$ cat src/rtl/lwc_pkg.sv
// Shared opcodes, segment types, header flag positions and FSM encoding for the LWC pre-processor.
package lwc_pkg;

   localparam logic [3:0] OP_ENC    = 4'b0010;
   localparam logic [3:0] OP_DEC    = 4'b0011;
   localparam logic [3:0] OP_ACTKEY = 4'b0111;
   localparam logic [3:0] OP_LDKEY  = 4'b0100;

   localparam logic [3:0] T_AD   = 4'b0001;
   localparam logic [3:0] T_PT   = 4'b0100;
   localparam logic [3:0] T_CT   = 4'b0101;
   localparam logic [3:0] T_TAG  = 4'b1000;
   localparam logic [3:0] T_KEY  = 4'b1100;
   localparam logic [3:0] T_NPUB = 4'b1101;

   localparam int HDR_EOI  = 26;
   localparam int HDR_EOT  = 25;
   localparam int HDR_LAST = 24;

   typedef enum logic [2:0] {
      S_INST,
      S_KINST,
      S_KHDR,
      S_KDATA,
      S_HDR,
      S_DATA,
      S_ZERO
   } state_t;

   // Keeps the first 'size' bytes of a word, MSB first.
   function automatic logic [31:0] byte_mask(input logic [2:0] size);
      case (size)
         3'd0:    return 32'h0000_0000;
         3'd1:    return 32'hFF00_0000;
         3'd2:    return 32'hFFFF_0000;
         3'd3:    return 32'hFFFF_FF00;
         default: return 32'hFFFF_FFFF;
      endcase
   endfunction

endpackage

$ cat src/rtl/lwc_seg_ctr.sv
// Remaining-byte counter for one data segment; derives the current beat size and last-beat flag.
// Size and last flag are combinational from the registered count; the count updates on each transfer.
module lwc_seg_ctr (
   input  logic        clk,
   input  logic        rst,
   input  logic        load,
   input  logic [15:0] len,
   input  logic        dec,
   output logic [2:0]  bdi_size,
   output logic        is_last
);

   logic [15:0] remaining;

   always_ff @(posedge clk) begin
      if (rst) begin
         remaining <= 16'd0;
      end else if (load) begin
         remaining <= len;
      end else if (dec) begin
         remaining <= remaining - {13'd0, bdi_size};
      end
   end

   assign bdi_size = (remaining >= 16'd4) ? 3'd4 : remaining[2:0];
   assign is_last  = (remaining <= 16'd4);

endmodule

$ cat src/rtl/lwc_pre_processor.sv
// LWC input formatter: parses pdi/sdi instructions and headers, passes data beats through with zero latency.
// Optional LWC_PROTOCOL_CHECK_EN flags illegal opcodes/header types on err; back-pressure passes straight through.
module lwc_pre_processor
   import lwc_pkg::*;
#(
   parameter int PW         = 32,
   parameter int SW         = 32,
   parameter int G_KEY_SIZE = 128
) (
   input  logic          clk,
   input  logic          rst,
   input  logic [PW-1:0] pdi_data,
   input  logic          pdi_valid,
   output logic          pdi_ready,
   input  logic [SW-1:0] sdi_data,
   input  logic          sdi_valid,
   output logic          sdi_ready,
   output logic [SW-1:0] key,
   output logic          key_valid,
   input  logic          key_ready,
   output logic          key_update,
   output logic [PW-1:0] bdi,
   output logic          bdi_valid,
   input  logic          bdi_ready,
   output logic [3:0]    bdi_type,
   output logic [2:0]    bdi_size,
   output logic          bdi_eot,
   output logic          bdi_eoi,
   output logic          decrypt,
   output logic          err
);

   localparam int KW  = G_KEY_SIZE / SW;
   localparam int KCW = $clog2(KW + 1);

   state_t         state;
   logic [KCW-1:0] kcnt;
   logic           flg_eoi, flg_eot, flg_last;
   logic [2:0]     seg_size;
   logic           seg_last;
   logic           pdi_fire, sdi_fire, bdi_fire;
   logic           inst_bad, kinst_bad, hdr_bad;
   logic [3:0]     op;

   assign op       = pdi_data[PW-1 -: 4];
   assign pdi_fire = pdi_valid && pdi_ready;
   assign sdi_fire = sdi_valid && sdi_ready;
   assign bdi_fire = bdi_valid && bdi_ready;

   lwc_seg_ctr u_seg_ctr (
      .clk      (clk),
      .rst      (rst),
      .load     ((state == S_HDR) && pdi_fire && !hdr_bad),
      .len      (pdi_data[15:0]),
      .dec      ((state == S_DATA) && bdi_fire),
      .bdi_size (seg_size),
      .is_last  (seg_last)
   );

`ifdef LWC_PROTOCOL_CHECK_EN
   logic err_q;

   assign inst_bad  = !(op == OP_ENC || op == OP_DEC || op == OP_ACTKEY);
   assign kinst_bad = (sdi_data[SW-1 -: 4] != OP_LDKEY);
   assign hdr_bad   = (op == 4'b0000) || (op == 4'b1111);

   always_ff @(posedge clk) begin
      if (rst) begin
         err_q <= 1'b0;
      end else begin
         err_q <= ((state == S_INST)  && pdi_fire && inst_bad)  ||
                  ((state == S_KINST) && sdi_fire && kinst_bad) ||
                  ((state == S_HDR)   && pdi_fire && hdr_bad);
      end
   end

   assign err = err_q;
`else
   assign inst_bad  = 1'b0;
   assign kinst_bad = 1'b0;
   assign hdr_bad   = 1'b0;
   assign err       = 1'b0;
`endif

   // Handshakes are gated off during reset so every output reads 0.
   always_comb begin
      pdi_ready = 1'b0;
      sdi_ready = 1'b0;
      key       = '0;
      key_valid = 1'b0;
      bdi       = '0;
      bdi_valid = 1'b0;
      bdi_size  = 3'd0;
      bdi_eot   = 1'b0;
      bdi_eoi   = 1'b0;
      if (!rst) begin
         case (state)
            S_INST, S_HDR: pdi_ready = 1'b1;
            S_KINST, S_KHDR: sdi_ready = 1'b1;
            S_KDATA: begin
               key       = sdi_data;
               key_valid = sdi_valid;
               sdi_ready = key_ready;
            end
            S_DATA: begin
               bdi_valid = pdi_valid;
               pdi_ready = bdi_ready;
               bdi_size  = seg_size;
               bdi       = pdi_data & byte_mask(seg_size);
               bdi_eot   = seg_last && flg_eot;
               bdi_eoi   = seg_last && flg_eoi;
            end
            S_ZERO: begin
               bdi_valid = 1'b1;
               bdi_eot   = flg_eot;
               bdi_eoi   = flg_eoi;
            end
            default: ;
         endcase
      end
   end

   always_ff @(posedge clk) begin
      if (rst) begin
         state      <= S_INST;
         kcnt       <= '0;
         key_update <= 1'b0;
         decrypt    <= 1'b0;
         bdi_type   <= 4'd0;
         flg_eoi    <= 1'b0;
         flg_eot    <= 1'b0;
         flg_last   <= 1'b0;
      end else begin
         key_update <= 1'b0;
         case (state)
            S_INST: begin
               if (pdi_fire && !inst_bad) begin
                  if (op == OP_ACTKEY) begin
                     key_update <= 1'b1;
                     state      <= S_KINST;
                  end else begin
                     decrypt <= op[0];
                     state   <= S_HDR;
                  end
               end
            end
            S_KINST: if (sdi_fire && !kinst_bad) state <= S_KHDR;
            S_KHDR: begin
               if (sdi_fire) begin
                  kcnt  <= KCW'(KW);
                  state <= S_KDATA;
               end
            end
            S_KDATA: begin
               if (sdi_fire) begin
                  kcnt <= kcnt - KCW'(1);
                  if (kcnt == KCW'(1)) state <= S_INST;
               end
            end
            S_HDR: begin
               if (pdi_fire && !hdr_bad) begin
                  bdi_type <= op;
                  flg_eoi  <= pdi_data[HDR_EOI];
                  flg_eot  <= pdi_data[HDR_EOT];
                  flg_last <= pdi_data[HDR_LAST];
                  state    <= (pdi_data[15:0] == 16'd0) ? S_ZERO : S_DATA;
               end
            end
            S_DATA: if (bdi_fire && seg_last) state <= flg_last ? S_INST : S_HDR;
            S_ZERO: if (bdi_fire) state <= flg_last ? S_INST : S_HDR;
            default: state <= S_INST;
         endcase
      end
   end

endmodule
$ cat config.mk
export PLATFORM = sky130hd
export DESIGN_NAME = lwc_pre_processor
export DESIGN_NICKNAME = d
export VERILOG_FILES = /design/src/rtl/lwc_pkg.sv /design/src/rtl/lwc_seg_ctr.sv /design/src/rtl/lwc_pre_processor.sv
export SDC_FILE = /design/constraint.sdc
export NUM_CORES = 1
export LEC_CHECK = 0
export CORE_MARGIN = 5
export CORE_UTILIZATION = 38
export DETAILED_ROUTE_END_ITERATION = 12
export PLACE_DENSITY_LB_ADDON = 0.05
export SYNTH_ARGS = -nofsm -noshare
export SYNTH_HDL_FRONTEND = slang
export SYNTH_SLANG_ARGS = --single-unit
$ cat constraint.sdc
create_clock -name clk -period 2.9 [get_ports clk]
set_input_delay 0.87 -clock clk [delete_from_list [all_inputs] [get_ports clk]]
set_output_delay 0.87 -clock clk [all_outputs]
set_load 0.03 [all_outputs]
# --- Word-level counts from Yosys, hierarchy flattened ---
# Cells that the tools add are included.
totals:
  reg_bits: 31
  input_bits: 70
  word_cells: 96
classes:
  n_addsub: 2
  order_cmp: 2
  eq_ne: 19
  mux: 40
  n_bitwise: 4
  n_reduce_logical: 20
ops:
  columns: ["cell", "n"]
  rows:
  - ["2-to-1 mux 32 bit", 6]
  - ["case mux 32 bit (4 select lines)", 1]
  - ["2-to-1 mux 3 bit", 15]
  - ["AND 32 bit", 1]
  - ["2-to-1 mux 16 bit", 2]
  - ["case mux 3 bit (7 select lines)", 1]
  - ["greater-or-equal comparator 16 x 3 -> 1 bit, second input constant", 1]
  - ["<= comparator 16 x 3 -> 1 bit, second input constant", 1]
  - ["zero test 16 bit", 1]
  - ["subtractor 16 x 3 -> 16 bit", 1]
  - ["!= test 2 bit, second input constant", 7]
  - ["equality test 3 x 2 -> 1 bit, second input constant", 4]
  - ["case mux 1 bit (2 select lines)", 5]
  - ["equality test 3 x 1 -> 1 bit, second input constant", 3]
  - ["equality test 3 bit, second input constant", 3]
  - ["logical AND 1 bit", 8]
  - ["2-to-1 mux 1 bit", 8]
  - ["AND reduction 8 bit", 1]
  - ["zero test 3 bit", 2]
  - ["case mux 3 bit (2 select lines)", 1]
  - ["AND reduction 3 bit", 2]
  - ["equality test 4 x 3 -> 1 bit, second input constant", 1]
  - ["nonzero test 2 bit", 2]
  - ["OR reduction 2 bit", 2]
  - ["other kinds (6)", 8]

# --- Logic depth before layout (Yosys ltp) ---
# Gate-level depths: netlist (run 1).
depth:
  ltp_word: 9
  depth_mapped: 10
  depth_no_buf: 9

# --- Cells and area by module ---
# From an unflattened synthesis (run 1), not the netlist that was laid out.
hier_totals:
  hier_cells: 337
  area_unflattened_um2: 2451.1
modules_own_cells:
  columns: ["module", "n_inst", "cells_each", "area_each_um2", "seq_area_each_um2"]
  rows:
  - ["lwc_pre_processor", 1, 203, 1425.1, 300.3]
  - ["lwc_seg_ctr", 1, 134, 1026.0, 320.3]

# --- Worst setup path before layout (run 1) ---
# OpenSTA, ideal clock, no wires.
synth_timing:
  kind: "input to output"
  start: "input port rst"
  end: "output port bdi[0]"
  arrival_time_ns: 2.169
  required_time_ns: 2.030
  path_slack_ns: -0.139
  cell_stages: 4
  path_cell_list: "nand4bb_1 clkbuf_4 nor2_1 and2_1"
synth_via:
  elab_chain_len: 1
synth_rtl:
  columns: ["item", "line", "rtl"]
  rows:
  - ["start: declaration", "lwc_pre_processor.sv:11", "input logic rst,"]
  - ["2-to-1 mux 32 bit", "lwc_pre_processor.sv:96", "if (!rst) begin"]
  - ["end: declaration", "lwc_pre_processor.sv:22", "output logic [PW-1:0] bdi,"]
# No other way between the ends.

# --- Worst setup path after layout (run 1) ---
layout_timing:
  start: "input port bdi_ready"
  end: "output port pdi_ready"
layout_via:
  elab_chain_len: 2
layout_rtl:
  columns: ["item", "line", "rtl"]
  rows:
  - ["start: declaration", "lwc_pre_processor.sv:24", "input logic bdi_ready,"]
  - ["case mux 1 bit (2 select lines)", "lwc_pre_processor.sv:97", "case (state)"]
  - ["2-to-1 mux 1 bit", "lwc_pre_processor.sv:96", null]
  - ["end: declaration", "lwc_pre_processor.sv:14", "output logic pdi_ready,"]
# No other way between the ends.

==> flow_metrics.tcl, run 1 <==
set metrics [dict create \
    dieArea_um2 8150 \
    final_nets 577 \
    netlist_area_um2 2450 \
    critical_path.endpoint_type "output pin" \
    htreeDepth 2 \
    final.hold.worst_slack_ns 0.455 \
    tritoncts_clock_tree "built" \
    placeableCoreArea_um2 6310 \
    grt_util_all_layers_pct 22.7 \
    clock_insertion_delay_worst_skew_ns 0.29 \
    grt_setup_unrepaired "true" \
    hpwl_um 7800 \
    setup.worst_path.class "in2out" \
    wire_per_inst_um 16.6 \
    status "finished, final reports clean" \
    num-fill-cells 556 \
    cp_data_required_time_ns 2.03 \
    routed-via-count 3097 \
    synth-seq-cells 31 \
    numPortBuffers 148 \
    max_cap_viols 0 \
    yosys_warnings 0 \
    report.final.setup_viol 0 \
    ir_worst_vdd_mv 0.217 \
    worst_hold_path_type "reg2reg" \
    final_min_period_over_clock_period_pct 97.6 \
    insertedDiodeCount 0 \
    avgSynthCellArea_um2 7.46 \
    post_route_cells_drive_above_1_share_pct 31.6 \
    synth_flop_cell "sky130_fd_sc_hd__dfxtp_1" \
    timing.critical_path.slowest_stage_cell "sky130_fd_sc_hd__clkdlybuf4s50_1" \
    cts-buffers-inserted 5 \
    cts_buffer_depth 2 \
    gp_routability_congestion 0.902 \
    post_cts_hold_buffers 0 \
    asyncSetResetFlopFracSynth_pct 0 \
    number_of_sinks_handled_by_clock_tree_synthesis 31 \
    cp_cell_sequence "clkdlybuf4s50_1, nand2_1, a211oi_1, buf_12" \
    grt_pass1_vias 3156 \
    fp-row-count 29 \
    die_h_um 90.3 \
    drc 0 \
    crit_arrival_ns 1.96 \
    cp-startpoint "bdi_ready" \
    final.min_clock_period_ns 2.83 \
    cts_root_buffer "sky130_fd_sc_hd__clkbuf_8" \
    layout.cells.most_common "sky130_fd_sc_hd__buf_4" \
    slew_violations 0 \
    total_leakage_power_nw 1.78 \
    totalNegativeSetupSlack_ns 0 \
    mostFrequentLayoutCells "sky130_fd_sc_hd__buf_4, sky130_fd_sc_hd__clkdlybuf4s50_1, sky130_fd_sc_hd__and2_1, sky130_fd_sc_hd__nand2_1, sky130_fd_sc_hd__dfxtp_1" \
    global_route.overflow_total 0 \
    area_delta_synth_final_pct 76.8 \
    power.density_nw_per_um2 258 \
    clk_pin_slew_ns 0.06 \
    dr_pass1_iterations 4 \
    final_antenna_net_count 0 \
    synth_edf_count 0 \
    synth_sequential_area_ratio_pct 25.4 \
    critPathMaxFanout 2 \
    vias_per_cell 5.34 \
    synthesis.instances 328 \
    origin_of_the_worst_min_delay_path "bdi_type[0]" \
    max_freq_ghz 0.353 \
    ioPinCount 150 \
    first_iter_violations 105 \
    r2r_start "state[2]" \
    synth.lib_cells_used.distinct 67 \
    grt_max_degree 33 \
    final.setup_skew_ns 0.00497 \
    grt_antenna_before_repair 0 \
    start_util_pct 38.8 \
    wirelength_um 9620 \
    startpoint_type "input port" \
    cp_slowest_stage_delay_ns 0.49 \
    grt_pass1_wl_um 15500 \
    floorplan.die.width_um 90.3 \
    hold_violations_final 0 \
]
[final timing paths]
path,to,slack (ns),depth (start not counted)
max,pdi_ready,0.07,4
min,bdi_type[0],0.46,2
max reg2reg,u_seg_ctr.remaining[9],0.70,6
min reg2reg,bdi_type[0],0.46,2
[stage by stage]
step / cells / utilization, % / power, mW / worst slack [ns] / instance area, um2
global placement: 570 / 64.4 / 0.776 / -0.269 / 4070
floorplan: 329 / - / 0.596 / 0.0479 / 2460
global route: 580 / 68.5 / 1.17 / -0.000897 / 4330
detailed placement: 570 / 64.4 / 0.779 / -0.279 / 4070
finish: 580 / 68.5 / 1.12 / 0.0701 / 4330
CTS: 580 / 68.3 / 1.12 / 0.000537 / 4310
[area by class of cell]
cell class | instances | area, um2 | share of cell area (%)
clock buffer | 6 | 72.6 | 1.68
tap | 77 | 96.3 | 2.23
timing repair buffer | 189 | 1730 | 40.0
inverter | 7 | 26.3 | 0.607
sequential | 31 | 628 | 14.5
multi-input combinational | 270 | 1770 | 41.0
[state kept, by name, summed over array words and instances (netlist names)]
| name | count |
|---|---|
| flg_eot | 1 |
| decrypt | 1 |
| flg_eoi | 1 |
| key_update | 1 |
| flg_last | 1 |
| state | 3 |
| bdi_type | 4 |
| kcnt | 3 |
| u_seg_ctr.remaining | 16 |
[layer usage]
layer	up-vias	routed length, um	track usage [%]
met3	15	778	7.17
met2	116	5050	42.1
met4	0	168	5.46
li1	1519	-	-
met1	1447	3620	25.0
met5	-	0	0
[cell usage after synthesis (all sizes together), types with 4 or more instances]
master	count	area (um2)
o21ai	7	35.0
nor2b	5	31.3
inv	7	26.3
nor2	22	85.1
o211ai	4	30.0
buf	6	41.3
a31oi	10	62.6
or2	4	25.0
dfxtp	31	621
clkbuf	15	91.3
nand2b	4	25.0
nand2	36	135
a22oi	5	37.5
or3	4	25.0
nor4	8	65.1
and2	67	419
nand3	7	35.0
a21oi	19	98.9
nor3	12	82.6
[where the power goes]
part	total [mW]	internal [mW]	switching (mW)
logic	0.341	0.190	0.151
registers	0.458	0.438	0.0195
clock network	0.320	0.160	0.160
[critical path, delay by kind of cell]
kind / cells / cell delay [ns]
AOI/OAI and AO/OA: 1 / 0.37
buffers and inverters: 2 / 0.66
and+or+nand+nor: 1 / 0.06
[cell families (layout without fill, tap and decap cells)]
group / after synthesis / after routing / share of synthesized area (%)
XOR/XNOR: 1 / 1 / 0.358
AO/OA/AOI/OAI: 71 / 71 / 19.6
other: 1 / 2 / 0.153
AND/OR/NAND/NOR: 190 / 190 / 45.1
adder cells (fa/ha/maj): 4 / 4 / 1.94
multiplexers: 2 / 2 / 1.02
buffers and inverters: 28 / 202 / 6.49
flip-flops: 31 / 31 / 25.4
[repair_timing]
| item | CTS | global route |
|---|---|---|
| setup buffers | 4 | 2 |
| pin swaps | 7 | 8 |
| gates cloned | 0 | 0 |
| endpoints found under the setup margin | 73 | 37 |
| resized for setup | 38 | 10 |
Power figures use the tool's default switching activity.
==> run 2, diff against run 1 <==
--- a/config.mk
+++ b/config.mk
@@ -5,6 +5,7 @@
 export SDC_FILE = /design/constraint.sdc
 export NUM_CORES = 1
 export LEC_CHECK = 0
+export CAP_MARGIN = 20
 export CORE_MARGIN = 5
 export CORE_UTILIZATION = 38
 export DETAILED_ROUTE_END_ITERATION = 12
==> results of run 2 <==
The final DEF is identical to that of run 1; final timing and power are the same.
==> run 3, diff against run 2 <==
--- a/config.mk
+++ b/config.mk
@@ -6,8 +6,10 @@
 export NUM_CORES = 1
 export LEC_CHECK = 0
 export CAP_MARGIN = 20
+export CELL_PAD_IN_SITES_DETAIL_PLACEMENT = 2
+export CELL_PAD_IN_SITES_GLOBAL_PLACEMENT = 2
 export CORE_MARGIN = 5
-export CORE_UTILIZATION = 38
+export CORE_UTILIZATION = 19
 export DETAILED_ROUTE_END_ITERATION = 12
 export PLACE_DENSITY_LB_ADDON = 0.05
 export SYNTH_ARGS = -nofsm -noshare
==> run 3 against run 2 <==
Net effect: sequential cell count stayed put; critical path depth is 4 higher; non-clock buffer count is 7 higher; register-to-register slack better by 0.15 ns; core utilization is 31 points lower; clock skew is 0.0017 ns lower; critical path type is now reg2out.
==> flow_metrics.tcl, run 3 (same netlist as run 1, synthesis figures left out) <==
set metrics [dict create \
    status "finished, final reports clean" \
    ioPinCount 150 \
    hpwl_um 9720 \
    die_h_um 123 \
    critPathMaxFanout 8 \
    final_min_period_over_clock_period_pct 97.3 \
    fin_util_pct 37.5 \
    dr_pass1_iterations 4 \
    wire_per_inst_um 17.8 \
    post_dp_cell_area_um2 4270 \
    dieArea_um2 15300 \
    cp_data_required_time_ns 2.03 \
    final_cell_area_um2 4730 \
    hold_violations_final 0 \
    post-layout-total-power_mw 1.35 \
    first_iter_violations 146 \
    grt_max_degree 18 \
    startpoint_type "flop" \
    cp-startpoint "u_seg_ctr.remaining[10]" \
    origin_of_the_worst_min_delay_path "flg_eot" \
    setup.worst_path.class "reg2out" \
    cts-buffers-inserted 5 \
    clock_insertion_delay_worst_skew_ns 0.29 \
    insertedDiodeCount 0 \
    start_util_pct 19.4 \
    global_route.overflow_total 0 \
    slew_violations 0 \
    gp_routability_congestion 0.743 \
    final_antenna_net_count 0 \
    mostFrequentLayoutCells "sky130_fd_sc_hd__buf_4, sky130_fd_sc_hd__clkdlybuf4s50_1, sky130_fd_sc_hd__and2_1, sky130_fd_sc_hd__nand2_1, sky130_fd_sc_hd__buf_6" \
    registers.top_by_ff_count "u_seg_ctr.remaining" \
    cts_root_buffer "sky130_fd_sc_hd__clkbuf_16" \
    critical_path.endpoint_type "output pin" \
    layout.cells.most_common "sky130_fd_sc_hd__buf_4" \
    max_cap_viols 0 \
    reg_top3 "u_seg_ctr.remaining: 16 flops, bdi_type: 4 flops" \
    power.density_nw_per_um2 286 \
    clk_pin_slew_ns 0.05 \
    wirelength_um 12200 \
    tritoncts_clock_tree "built" \
    total_leakage_power_nw 1.90 \
    final.setup_skew_ns 0.00326 \
    numPortBuffers 148 \
    floorplan.die.width_um 123 \
    final.min_clock_period_ns 2.82 \
    number_of_sinks_handled_by_clock_tree_synthesis 31 \
    htreeDepth 2 \
    drc 0 \
    ir_worst_vdd_mv 0.210 \
    power.internal_mw 0.956 \
    r2r_start "state[1]" \
    worst_hold_path_type "reg2reg" \
    final.hold.worst_slack_ns 0.458 \
    totalNegativeSetupSlack_ns 0 \
    post_route_cells_drive_above_1_share_pct 35.4 \
    report.final.setup_viol 0 \
    grt_antenna_before_repair 0 \
    comb_power_share_pct 27.5 \
    fp-row-count 41 \
    switching_share_pct 29.4 \
    max_slew_margin_vs_limit_pct 63.6 \
    largest_register_ff_count 16 \
    transition_at_the_pin_with_the_smallest_max_transition_slack_ns 0.541 \
    final_nets 584 \
    placeableCoreArea_um2 12600 \
    area_delta_synth_final_pct 93.2 \
    grt_pass1_wl_um 18700 \
    vias_per_cell 4.59 \
    grt_pass1_vias 3446 \
    grt_util_all_layers_pct 15.8 \
    power.clock.fraction_pct 38.9 \
    max_freq_ghz 0.354 \
    power.sequential.fraction_pct 33.6 \
    routed-via-count 3138 \
    power.net_switching_mw 0.398 \
    grt_setup_unrepaired "false" \
    crit_arrival_ns 1.95 \
    post_cts_hold_buffers 0 \
    cts_buffer_depth 2 \
]
[run 3: changes by cell type in the layout (fill, tap and decap cells not counted), moves of 2 or more]
cell	previous run	this run
sky130_fd_sc_hd__buf_6	18	35
sky130_fd_sc_hd__and2_1	57	42
sky130_fd_sc_hd__and2_4	10	25
sky130_fd_sc_hd__buf_4	91	77
sky130_fd_sc_hd__clkbuf_16	0	5
sky130_fd_sc_hd__clkbuf_8	5	0
sky130_fd_sc_hd__buf_12	5	8
sky130_fd_sc_hd__a21oi_2	3	1
[run 3: area by class of cell]
| type | count | area [um2] |
|---|---|---|
| inverter | 7 | 26.3 |
| sequential | 31 | 626 |
| fill | 1473 | 7890 |
| clock inverter | 1 | 5.00 |
| timing repair buffer | 196 | 1910 |
| multi-input combinational | 270 | 1820 |
| clock buffer | 7 | 133 |
| tap | 172 | 215 |
[run 3: worst max-delay path, cell delays in order, from the launching register on]
cell,delay (ns)
sky130_fd_sc_hd__dfxtp_2,0.33
sky130_fd_sc_hd__nor4_4,0.30
sky130_fd_sc_hd__nand4_1,0.13
sky130_fd_sc_hd__buf_4,0.18
sky130_fd_sc_hd__nor3_4,0.17
sky130_fd_sc_hd__nor2_1,0.08
sky130_fd_sc_hd__buf_4,0.16
sky130_fd_sc_hd__and2_1,0.15
sky130_fd_sc_hd__buf_4,0.16
[run 3: final timing paths]
path	cells past startpoint	to	slack, ns
max reg2reg	8	u_seg_ctr.remaining[5]	0.85
min reg2reg	2	flg_eot	0.46
max	8	bdi[18]	0.08
min	2	flg_eot	0.46
[run 3: layer usage]
metal | GRT usage, % | share of wire, % | up-vias
li1 | - | - | 1528
met1 | 19.3 | 42 | 1523
met2 | 26.9 | 51 | 74
met3 | 4.16 | 5.4 | 13
met4 | 5.33 | 1.4 | 0
met5 | 0 | 0 | -
[run 3: power by group through the flow]
stage                     Clock (mW)  Combinational (mW)  Sequential (mW)
final                          0.526               0.372            0.456
after global placement             0               0.332            0.462
after global routing           0.563               0.402            0.458
after floorplan                    0               0.132            0.464
after CTS                      0.546               0.357            0.455
after detailed placement           0               0.336            0.462
[run 3: through the flow]
step	setup WS [ns]	cells
5_1_grt	0.00134	684
6_report	0.0770	684
3_5_place_dp	-0.355	673
3_3_place_gp	-0.337	673
2_1_floorplan	0.0479	329
4_1_cts	-0.0314	684
[run 3: timing repair]
action                     in CTS  in global routing
pin swaps                      19                  6
hold endpoints to repair        0                  0
gates resized for setup        72                  8
setup endpoints to repair      72                 68
setup buffers                   2                  1
cloned                          1                  0
